==> config.mk <==
export PLATFORM = sky130hd
export DESIGN_NAME = att_pd_seq
export DESIGN_NICKNAME = d
export VERILOG_FILES = /design/src/rtl/att_pd_pkg.sv /design/src/rtl/att_pd_seq_err_queue.sv /design/src/rtl/att_pd_seq.sv
export SDC_FILE = /design/constraint.sdc
export NUM_CORES = 1
export LEC_CHECK = 0
export ABC_CLOCK_PERIOD_IN_PS = 6500
export BUFFER_PORTS_ARGS = -buffer_cell sky130_fd_sc_hd__buf_2
export CAP_MARGIN = 0
export CORE_AREA = 2 2 235 237
export DETAILED_ROUTE_END_ITERATION = 16
export DIE_AREA = 0 0 237 239
export GPL_TIMING_DRIVEN = 0
export HOLD_SLACK_MARGIN = 0.08
export PLACE_DENSITY_LB_ADDON = 0.3
export SLEW_MARGIN = 20
export SYNTH_ARGS = -nofsm -noshare
export SYNTH_HDL_FRONTEND = slang
export SYNTH_SLANG_ARGS = --single-unit
==> constraint.sdc <==
create_clock -name clk -period 6.5 [get_ports clk]
set_input_delay 0.65 -clock clk [delete_from_list [all_inputs] [get_ports clk]]
set_output_delay 0.65 -clock clk [all_outputs]
set_load 0.02 [all_outputs]
==> src/rtl/att_pd_pkg.sv <==
// Shared types, widths and saturation helper for the attitude PD sequencer.
package att_pd_pkg;

    typedef enum logic [2:0] {IDLE, ERR, DIFF, PMUL, DMUL, DONE} state_e;
    typedef enum logic [1:0] {AX_PTCH, AX_ROLL, AX_YAW} axis_e;

    localparam int ERR_W  = 10;
    localparam int DIFF_W = 7;
    localparam int COEF_W = 6;

    // Clamp a signed value into the range of a w-bit signed number.
    function automatic logic signed [31:0] sat_s(input logic signed [31:0] x, input int w);
        logic signed [31:0] hi;
        logic signed [31:0] lo;
        hi = (32'sd1 <<< (w - 1)) - 32'sd1;
        lo = -(32'sd1 <<< (w - 1));
        if (x > hi) return hi;
        if (x < lo) return lo;
        return x;
    endfunction

endpackage

==> src/rtl/att_pd_seq_err_queue.sv <==
// Per-axis circular history of saturated errors; read is combinational at the shared pointer.
// One write per DIFF cycle; pointer advances once per frame; no backpressure.
module pd_err_queue import att_pd_pkg::*; #(
    parameter int DEPTH = 12
) (
    input  logic             clk,
    input  logic             rst,
    input  logic [1:0]       axis_i,
    input  logic             we_i,
    input  logic [ERR_W-1:0] wdat_i,
    input  logic             adv_i,
    output logic [ERR_W-1:0] rdat_o
);

    localparam int PW = $clog2(DEPTH);

    logic [PW-1:0]    ptr_q;
    logic [ERR_W-1:0] mem_q [3][DEPTH];

    // The slot about to be overwritten is the oldest one, DEPTH frames back.
    assign rdat_o = mem_q[axis_i][ptr_q];

    always_ff @(posedge clk) begin
        if (rst) begin
            ptr_q <= '0;
            for (int a = 0; a < 3; a++) begin
                for (int i = 0; i < DEPTH; i++) begin
                    mem_q[a][i] <= '0;
                end
            end
        end else begin
            if (we_i) begin
                mem_q[axis_i][ptr_q] <= wdat_i;
            end
            if (adv_i) begin
                ptr_q <= (ptr_q == PW'(DEPTH - 1)) ? '0 : ptr_q + 1'b1;
            end
        end
    end

endmodule

==> src/rtl/att_pd_seq.sv <==
// PD correction for pitch/roll/yaw on one shared multiplier; cmd_vld 12 edges after the accepting edge.
// No backpressure: vld while busy is dropped and recorded on the sticky ovr flag.
module att_pd_seq import att_pd_pkg::*; #(
    parameter int D_QUEUE_DEPTH = 12,
    parameter int P_COEF        = 6,
    parameter int D_COEF        = 7
) (
    input  logic        clk,
    input  logic        rst,
    input  logic        vld,
    input  logic [15:0] ptch,
    input  logic [15:0] roll,
    input  logic [15:0] yaw,
    input  logic [15:0] d_ptch,
    input  logic [15:0] d_roll,
    input  logic [15:0] d_yaw,
    output logic [15:0] ptch_cmd,
    output logic [15:0] roll_cmd,
    output logic [15:0] yaw_cmd,
    output logic        cmd_vld,
    output logic        busy,
    output logic        ovr
);

    localparam logic signed [COEF_W-1:0] P_C = COEF_W'(P_COEF);
    localparam logic signed [COEF_W-1:0] D_C = COEF_W'(D_COEF);

    state_e                   state_q;
    axis_e                    axis_q;
    logic signed [15:0]       meas_q [3];
    logic signed [15:0]       des_q [3];
    logic signed [15:0]       stg_q [3];
    logic signed [ERR_W-1:0]  err_q;
    logic signed [ERR_W-1:0]  err_d;
    logic signed [DIFF_W-1:0] dif_q;
    logic signed [DIFF_W-1:0] dif_d;
    logic signed [15:0]       pterm_q;
    logic [15:0]              ptch_cmd_q;
    logic [15:0]              roll_cmd_q;
    logic [15:0]              yaw_cmd_q;
    logic                     cmd_vld_q;
    logic                     busy_q;
    logic                     ovr_q;

    logic [ERR_W-1:0]         q_old;
    logic signed [16:0]       err_raw;
    logic signed [ERR_W:0]    dif_raw;
    logic signed [ERR_W-1:0]  mul_a;
    logic signed [COEF_W-1:0] mul_b;
    logic signed [15:0]       mul_p;
    logic signed [15:0]       sum_d;

    pd_err_queue #(
        .DEPTH  (D_QUEUE_DEPTH)
    ) u_queue (
        .clk    (clk),
        .rst    (rst),
        .axis_i (axis_q),
        .we_i   (state_q == DIFF),
        .wdat_i (err_q),
        .adv_i  (state_q == DONE),
        .rdat_o (q_old)
    );

    always_comb begin
        err_raw = {des_q[axis_q][15], des_q[axis_q]} - {meas_q[axis_q][15], meas_q[axis_q]};
        err_d   = ERR_W'(sat_s(32'(err_raw), ERR_W));
        dif_raw = {err_q[ERR_W-1], err_q} - {q_old[ERR_W-1], q_old};
        dif_d   = DIFF_W'(sat_s(32'(dif_raw), DIFF_W));
        // Shared multiplier: error x P in PMUL, saturated difference x D in DMUL.
        mul_a   = err_q;
        mul_b   = P_C;
        if (state_q == DMUL) begin
            mul_a = ERR_W'(dif_q);
            mul_b = D_C;
        end
        mul_p   = 16'(mul_a) * 16'(mul_b);
        sum_d   = pterm_q + mul_p;
    end

    always_ff @(posedge clk) begin
        if (rst) begin
            state_q    <= IDLE;
            axis_q     <= AX_PTCH;
            err_q      <= '0;
            dif_q      <= '0;
            pterm_q    <= '0;
            for (int a = 0; a < 3; a++) begin
                meas_q[a] <= '0;
                des_q[a]  <= '0;
                stg_q[a]  <= '0;
            end
            ptch_cmd_q <= '0;
            roll_cmd_q <= '0;
            yaw_cmd_q  <= '0;
            cmd_vld_q  <= 1'b0;
            busy_q     <= 1'b0;
            ovr_q      <= 1'b0;
        end else begin
            cmd_vld_q <= 1'b0;
            case (state_q)
                IDLE, DONE: begin
                    if (vld) begin
                        meas_q[AX_PTCH] <= ptch;
                        meas_q[AX_ROLL] <= roll;
                        meas_q[AX_YAW]  <= yaw;
                        des_q[AX_PTCH]  <= d_ptch;
                        des_q[AX_ROLL]  <= d_roll;
                        des_q[AX_YAW]   <= d_yaw;
                        axis_q          <= AX_PTCH;
                        busy_q          <= 1'b1;
                        state_q         <= ERR;
                    end else begin
                        state_q <= IDLE;
                    end
                end
                ERR: begin
                    err_q   <= err_d;
                    state_q <= DIFF;
                end
                DIFF: begin
                    dif_q   <= dif_d;
                    state_q <= PMUL;
                end
                PMUL: begin
                    pterm_q <= mul_p;
                    state_q <= DMUL;
                end
                DMUL: begin
                    stg_q[axis_q] <= sum_d;
                    if (axis_q == AX_YAW) begin
                        // Yaw's sum bypasses staging so all three commands update together.
                        ptch_cmd_q <= stg_q[AX_PTCH];
                        roll_cmd_q <= stg_q[AX_ROLL];
                        yaw_cmd_q  <= sum_d;
                        cmd_vld_q  <= 1'b1;
                        busy_q     <= 1'b0;
                        state_q    <= DONE;
                    end else begin
                        axis_q  <= (axis_q == AX_PTCH) ? AX_ROLL : AX_YAW;
                        state_q <= ERR;
                    end
                end
                default: state_q <= IDLE;
            endcase
            if (vld && busy_q) begin
                ovr_q <= 1'b1;
            end
        end
    end

    assign ptch_cmd = ptch_cmd_q;
    assign roll_cmd = roll_cmd_q;
    assign yaw_cmd  = yaw_cmd_q;
    assign cmd_vld  = cmd_vld_q;
    assign busy     = busy_q;
    assign ovr      = ovr_q;

endmodule

# Word level (Yosys, flattened, before mapping)
# Memory sizes are Yosys's and may differ from the RTL's. A register that Yosys moved wholly into a read port is not among the register bits.
# Index checks and enable logic that the tools add are counted.
[word_totals]
reg_bits = 61
mem_bits_rw = 504
in_bits = 99
out_inout_bits = 51
wordCells = 118
memories = 4
[mem_list]
columns = ["name", "depth", "word_bits", "rd", "rd_ports_with_merged_regs", "wr", "line_no", "source"]
rows = [
  ["u_queue.mem_q", 3, 120, 1, 1, 3, "att_pd_seq_err_queue.sv:18", "logic [ERR_W-1:0] mem_q [3][DEPTH];"],
  ["des_q", 3, 16, 1, 1, 3, "att_pd_seq.sv:31", "logic signed [15:0] des_q [3];"],
  ["meas_q", 3, 16, 1, 1, 3, "att_pd_seq.sv:30", "logic signed [15:0] meas_q [3];"],
  ["stg_q", 3, 16, 2, 2, 3, "att_pd_seq.sv:32", "logic signed [15:0] stg_q [3];"],
]
[op_classes]
addsub = 4
n_mul = 1
order_cmp = 6
n_eq_ne = 10
mux = 63
bitwise = 8
n_reduce_logical = 12
[ops]
columns = ["cell", "n"]
rows = [
  ["$mux 120", 3],
  ["$reduce_or 120->1", 1],
  ["$mux 16", 7],
  ["$mux 10", 8],
  ["$bmux 10 s4", 1],
  ["$demux 10 s4", 1],
  ["$mux 7", 4],
  ["$mux 1", 23],
  ["$mux 2", 11],
  ["$gt 17x10->1 const B", 1],
  ["$lt 17x10->1 const B", 1],
  ["$sub 16x16->17", 1],
  ["$add 16x16->16", 1],
  ["$reduce_or 16->1", 1],
  ["$pmux 3 s5", 1],
  ["$mul 10x4->14", 1],
  ["$gt 11x7->1 const B", 1],
  ["$lt 11x7->1 const B", 1],
  ["$sub 10x10->11", 1],
  ["$eq 3x2->1 const B", 2],
  ["$eq 3x3->1 const B", 2],
  ["$or 1x1->1", 6],
  ["$reduce_and 3->1", 2],
  ["$ge 5x5->1 const B", 1],
  ["19 further kinds", 22],
]

# Logic depth before layout (Yosys ltp)
[depth]
depth_word = 10
ltp_mapped = 24
mapped_depth_nobuf = 22

# Hierarchy
# Synthesis repeated with hierarchy kept, for this count alone.
[hier_totals]
hier_cells = 2555
hier_area_um2 = 32139.6
[by_module_without_submodules]
columns = ["module", "n_inst", "cells_each", "area_each_um2", "seq_area_each_um2"]
rows = [
  ["pd_err_queue", 1, 1382, 20664.8, 14493.9],
  ["att_pd_seq", 1, 1173, 11474.8, 5625.4],
]

# Worst setup path after synthesis
# OpenSTA, ideal clock, no wires.
[synth_path]
path_kind = "register -> register"
from = "reg state_q[2]"
to = "mem stg_q[1][15], data pin"
arrival_time_ps = 5011
required_time_ps = 6237
slack_ps = 1226
stages_incl_launch_ff = 20
n_path_buf = 2
path_cell_list = "dfxtp_1 clkbuf_1 nand3b_1 clkbuf_1 a21o_1 ha_1 fa_1 ha_1 a21o_1 a21oi_1 o21ai_0 a2111oi_0 nor3_1 xor2_1 ha_1 nand3_1 nor4_1 o211ai_1 a31oi_1 nor2_1"
[synth_lines]
columns = ["element", "line_no", "source"]
rows = [
  ["from (decl)", "att_pd_seq.sv:28", "state_e state_q;"],
  ["from (signal assigned)", "att_pd_seq.sv:83", "state_q <= IDLE;"],
  ["from (signal assigned)", "att_pd_seq.sv:112", "state_q <= ERR;"],
  ["from (signal assigned)", "att_pd_seq.sv:114", "state_q <= IDLE;"],
  ["to (decl)", "att_pd_seq.sv:32", ""],
]

# Worst setup path after layout
[layout_path]
from = "reg err_q[2]"
to = "reg yaw_cmd_q[12] (netlist: yaw_cmd[12])"
[layout_between]
elab_chain_len = 3
[layout_lines]
columns = ["element", "line_no", "source"]
rows = [
  ["from (decl)", "att_pd_seq.sv:33", "logic signed [ERR_W-1:0] err_q;"],
  ["from (signal assigned)", "att_pd_seq.sv:118", "err_q <= err_d;"],
  ["$mux 10", "att_pd_seq.sv:73", "if (state_q == DMUL) begin"],
  ["$mul 10x4->14", "att_pd_seq.sv:77", "mul_p = 16'(mul_a) * 16'(mul_b);"],
  ["net mul_p[9]", "att_pd_seq.sv:50", "logic signed [15:0] mul_p;"],
  ["$add 16x16->16", "att_pd_seq.sv:78", "sum_d = pterm_q + mul_p;"],
  ["to (signal assigned)", "att_pd_seq.sv:135", "yaw_cmd_q <= sum_d;"],
  ["to (decl)", "att_pd_seq.sv:40", "logic [15:0] yaw_cmd_q;"],
]
# The timed path passes the listed nets, and every way through them passes these cells.
# A chain may end at the register's enable or synchronous reset.

==> impl_metrics.toml <==
[placed_design]
routabilityCongestion = 0.956
hpwlAfterDp_mm = 59.4
placed_cells = 3143
port_buffers = 149

[clocking]
clock_latency_ns = 0.62
post_cts_resized = 2
htreeDepth = 3
clkTransAtPathRegs_ns = 0.06
clock_sinks = 701
hold_buffers = 0
cts_tree = "yes"
cts_buffer_depth = 3
cts_root_buffer = "clkbuf_16"
numCtsBuffers = 73
post_cts_buffers = 0

[worst_setup_path]
critPathMostFrequentCell = "ha_1"
cp_max_fo = 11
endpoint_kind = "flip-flop"
critPathArrivalTime_ns = 6.78
required_ns = 7.03
crit_type = "reg2reg"
cpPeakStageDelay_ns = 0.67
cp-start-kind = "flip-flop"
worstRegToRegCells = 17
critPathSlowestCell = "o311ai_0"
path_cells = "clkbuf_1 -> a21o_1 -> ha_1 -> fa_1 -> ha_1 -> a21o_1 -> a21oi_1 -> o21ai_0 -> a2111oi_1 -> nor3_1 -> xor2_1 -> ha_1 -> nand3_1 -> o311ai_0 -> a211oi_1 -> or3b_1 -> a21oi_1"

[drt]
totalWireLength_mm = 87.2
drtAntennaViolNets = 0
post-route-drc-count = 0
vias_per_cell = 6.29
dr_total_vias = 20600
first_pass_iters = 6
routedWlPerCell_um = 26.6
drt_iter0_markers = 2411

[yosys]
yosysUniqueCellTypes = 76
ys_seq_area_share_pct = 62.7
synthTopCellsByArea = "edfxtp_1 57%, mux4_2 11%, and2_1 6.6%"
syn_area_per_cell_um2 = 14.0
synth.most_common_cell = "edfxtp_1"
ys.flop_type = "edfxtp_1"
synth_area_leader_cell = "edfxtp_1"
synth-seq-cells = 701
synth_top_area_share_pct = 56.9
synth-edff-count = 608
synth-warning-count = 0
syn_nets = 2465
netlist_instances = 2288
synth.top_cells.by_count = "608 x edfxtp_1, 339 x and2_1, 166 x nor2_1"
syn-cell-area_um2 = 32100
ys_async_sr_fraction_pct = 0

[sta]
slew_headroom_pct = 20.2
timing.final.crit_share_pct = 96.1
skew_ns = 0.0208
worstMarginPinSlew_ns = 1.20
final-setup-viol-count = 0
period_needed_ns = 6.25
max_freq_mhz = 160
slew_violations = 0
hold_viol = 0

[grt]
antenna_found_initial = 3
grt-ovfl-total = 0
grt_pass1_wl_mm = 129
grt_max_degree = 62
grt_usage_pct = 31.3
grt_pass1_vias = 20900

[flow_run]
drv_cap = 0

[status]
status = "complete, no violations"

[floorplanning]
start_util_pct = 59.1
rows = 86
dieArea_um2 = 56600
die_x_um = 237
core-area_um2 = 54300
ios = 150
die_y_um = 239

[layout]
num-nets-final = 2691
fin_cells = 3280
drive_above_1_share_pct = 19.8
regArea_um2 = 20100
fill_cells = 3758
synthToLayoutAreaGrowth_pct = 13.0
multi_input_area_um2 = 11300
fin_util_pct = 66.8

[power]
p_leak_nw = 13.3
peakVddDrop_mv = 0.214
power_density_nw_per_um2 = 306

[hold_path]
whs_path_depth = 2
worstHoldPathType = "in2reg"
==> path summary, 6_finish.rpt <==
check / from / endpoint / slack [ns]
max: err_q[2]$_SDFFE_PP0P_ / yaw_cmd[12]$_SDFFE_PP0P_ / 0.25
min: roll[13] / meas_q[1][13]$_SDFFCE_PN0P_ / 0.32
max reg2reg: err_q[2]$_SDFFE_PP0P_ / yaw_cmd[12]$_SDFFE_PP0P_ / 0.25
min reg2reg: yaw_cmd[1]$_SDFFE_PP0P_ / yaw_cmd[1]$_SDFFE_PP0P_ / 0.46
==> metal layers <==
| metal | vias to the layer above | track usage (%) | wire, µm |
|---|---|---|---|
| li1 | 8915 | - | - |
| met1 | 10300 | 40.4 | 32700 |
| met2 | 1175 | 52.2 | 43000 |
| met3 | 238 | 6.04 | 7620 |
| met4 | 0 | 13.9 | 3900 |
| met5 | - | 0 | 0 |
==> cell usage in the layout, fill, tap and decap left out, types with 12 or more instances in the layout <==
master     Yosys  layout
nand2b_1      14      13
inv_1         56      56
a21o_1        13      13
xor2_1        15      15
clkinv_2       0      14
fa_1          12      12
dfxtp_1       93      91
mux4_2       150     150
nand2_1      158     158
or2_2         34      34
clkbuf_1     103     114
nor3_1        40      40
and2_1       339     332
nor2_1       166     163
ha_1          66      66
buf_2         17     166
xnor2_1       20      20
clkinv_1       2      17
clkbuf_16      0      77
o21ai_0       36      36
edfxtp_1     608     608
a21oi_1      124     124
o32ai_1       14      14
or3_1         14      14
mux2i_1       44      44
==> report_power, final <==
group          internal, mW  switching [mW]
combinational         0.541            1.04
sequential             5.08           0.142
clock                  2.56            1.75
==> cell type report <==
type                            instances  share of cell area [%]
Sequential cell                       701                    55.4
Multi-Input combinational cell       1398                    31.2
Clock buffer                           91                    5.45
Tap cell                              704                    2.43
Timing Repair Buffer                  151                    2.19
Buffer                                131                    1.47
Clock inverter                         42                    1.24
Inverter                               58                   0.600
Antenna cell                            4                  0.0276
==> worst max-delay path, delay by kind of cell (launching register included) <==
| family | cells | cell delay, ns |
|---|---|---|
| AOI/OAI and AO/OA | 8 | 2.31 |
| DFF | 1 | 0.64 |
| adders and majority gates | 4 | 1.56 |
| buffers and inverters | 1 | 0.66 |
| and+or+nand+nor | 3 | 0.77 |
| xor gates and xnor gates | 1 | 0.19 |
==> registers in the layout, indices dropped and copies added, names as in the netlist, named ones only <==
name	count
axis_q	2
stg_q	32
cmd_vld	1
ovr	1
dif_q	7
u_queue.mem_q	480
state_q	3
meas_q	48
des_q	48
ptch_cmd	16
busy	1
roll_cmd	16
err_q	10
yaw_cmd	16
u_queue.ptr_q	4
pterm_q	14
==> logic make-up (layout without fill, tap and decap cells) <==
family | Yosys count | in the layout | share of synthesized area [%]
AND/OR/NAND/NOR | 821 | 821 | 13.4
flip-flops | 701 | 701 | 62.7
AO/OA/AOI/OAI | 270 | 270 | 5.44
multiplexers | 194 | 194 | 11.9
buffers and inverters | 189 | 473 | 2.33
adder cells (fa/ha/maj) | 78 | 78 | 3.32
XOR/XNOR | 35 | 35 | 0.955
other | 0 | 4 | 0
==> stage by stage <==
stage | instance area, µm² | worst slack [ns] | hold WS, ns | power [mW] | setup TNS, ns
floorplan | 32100 | 1.23 | 0.432 | 6.27 | 0
global placement | 33700 | 0.121 | 0.446 | 6.80 | 0
detailed placement | 33800 | -0.109 | 0.449 | 6.85 | -0.284
CTS | 36200 | 0.0656 | 0.296 | 11.1 | 0
global route | 36300 | -0.0148 | 0.310 | 11.4 | -0.0148
finish | 36300 | 0.252 | 0.319 | 11.1 | 0
No activity file was read; power rests on OpenSTA's default activity.
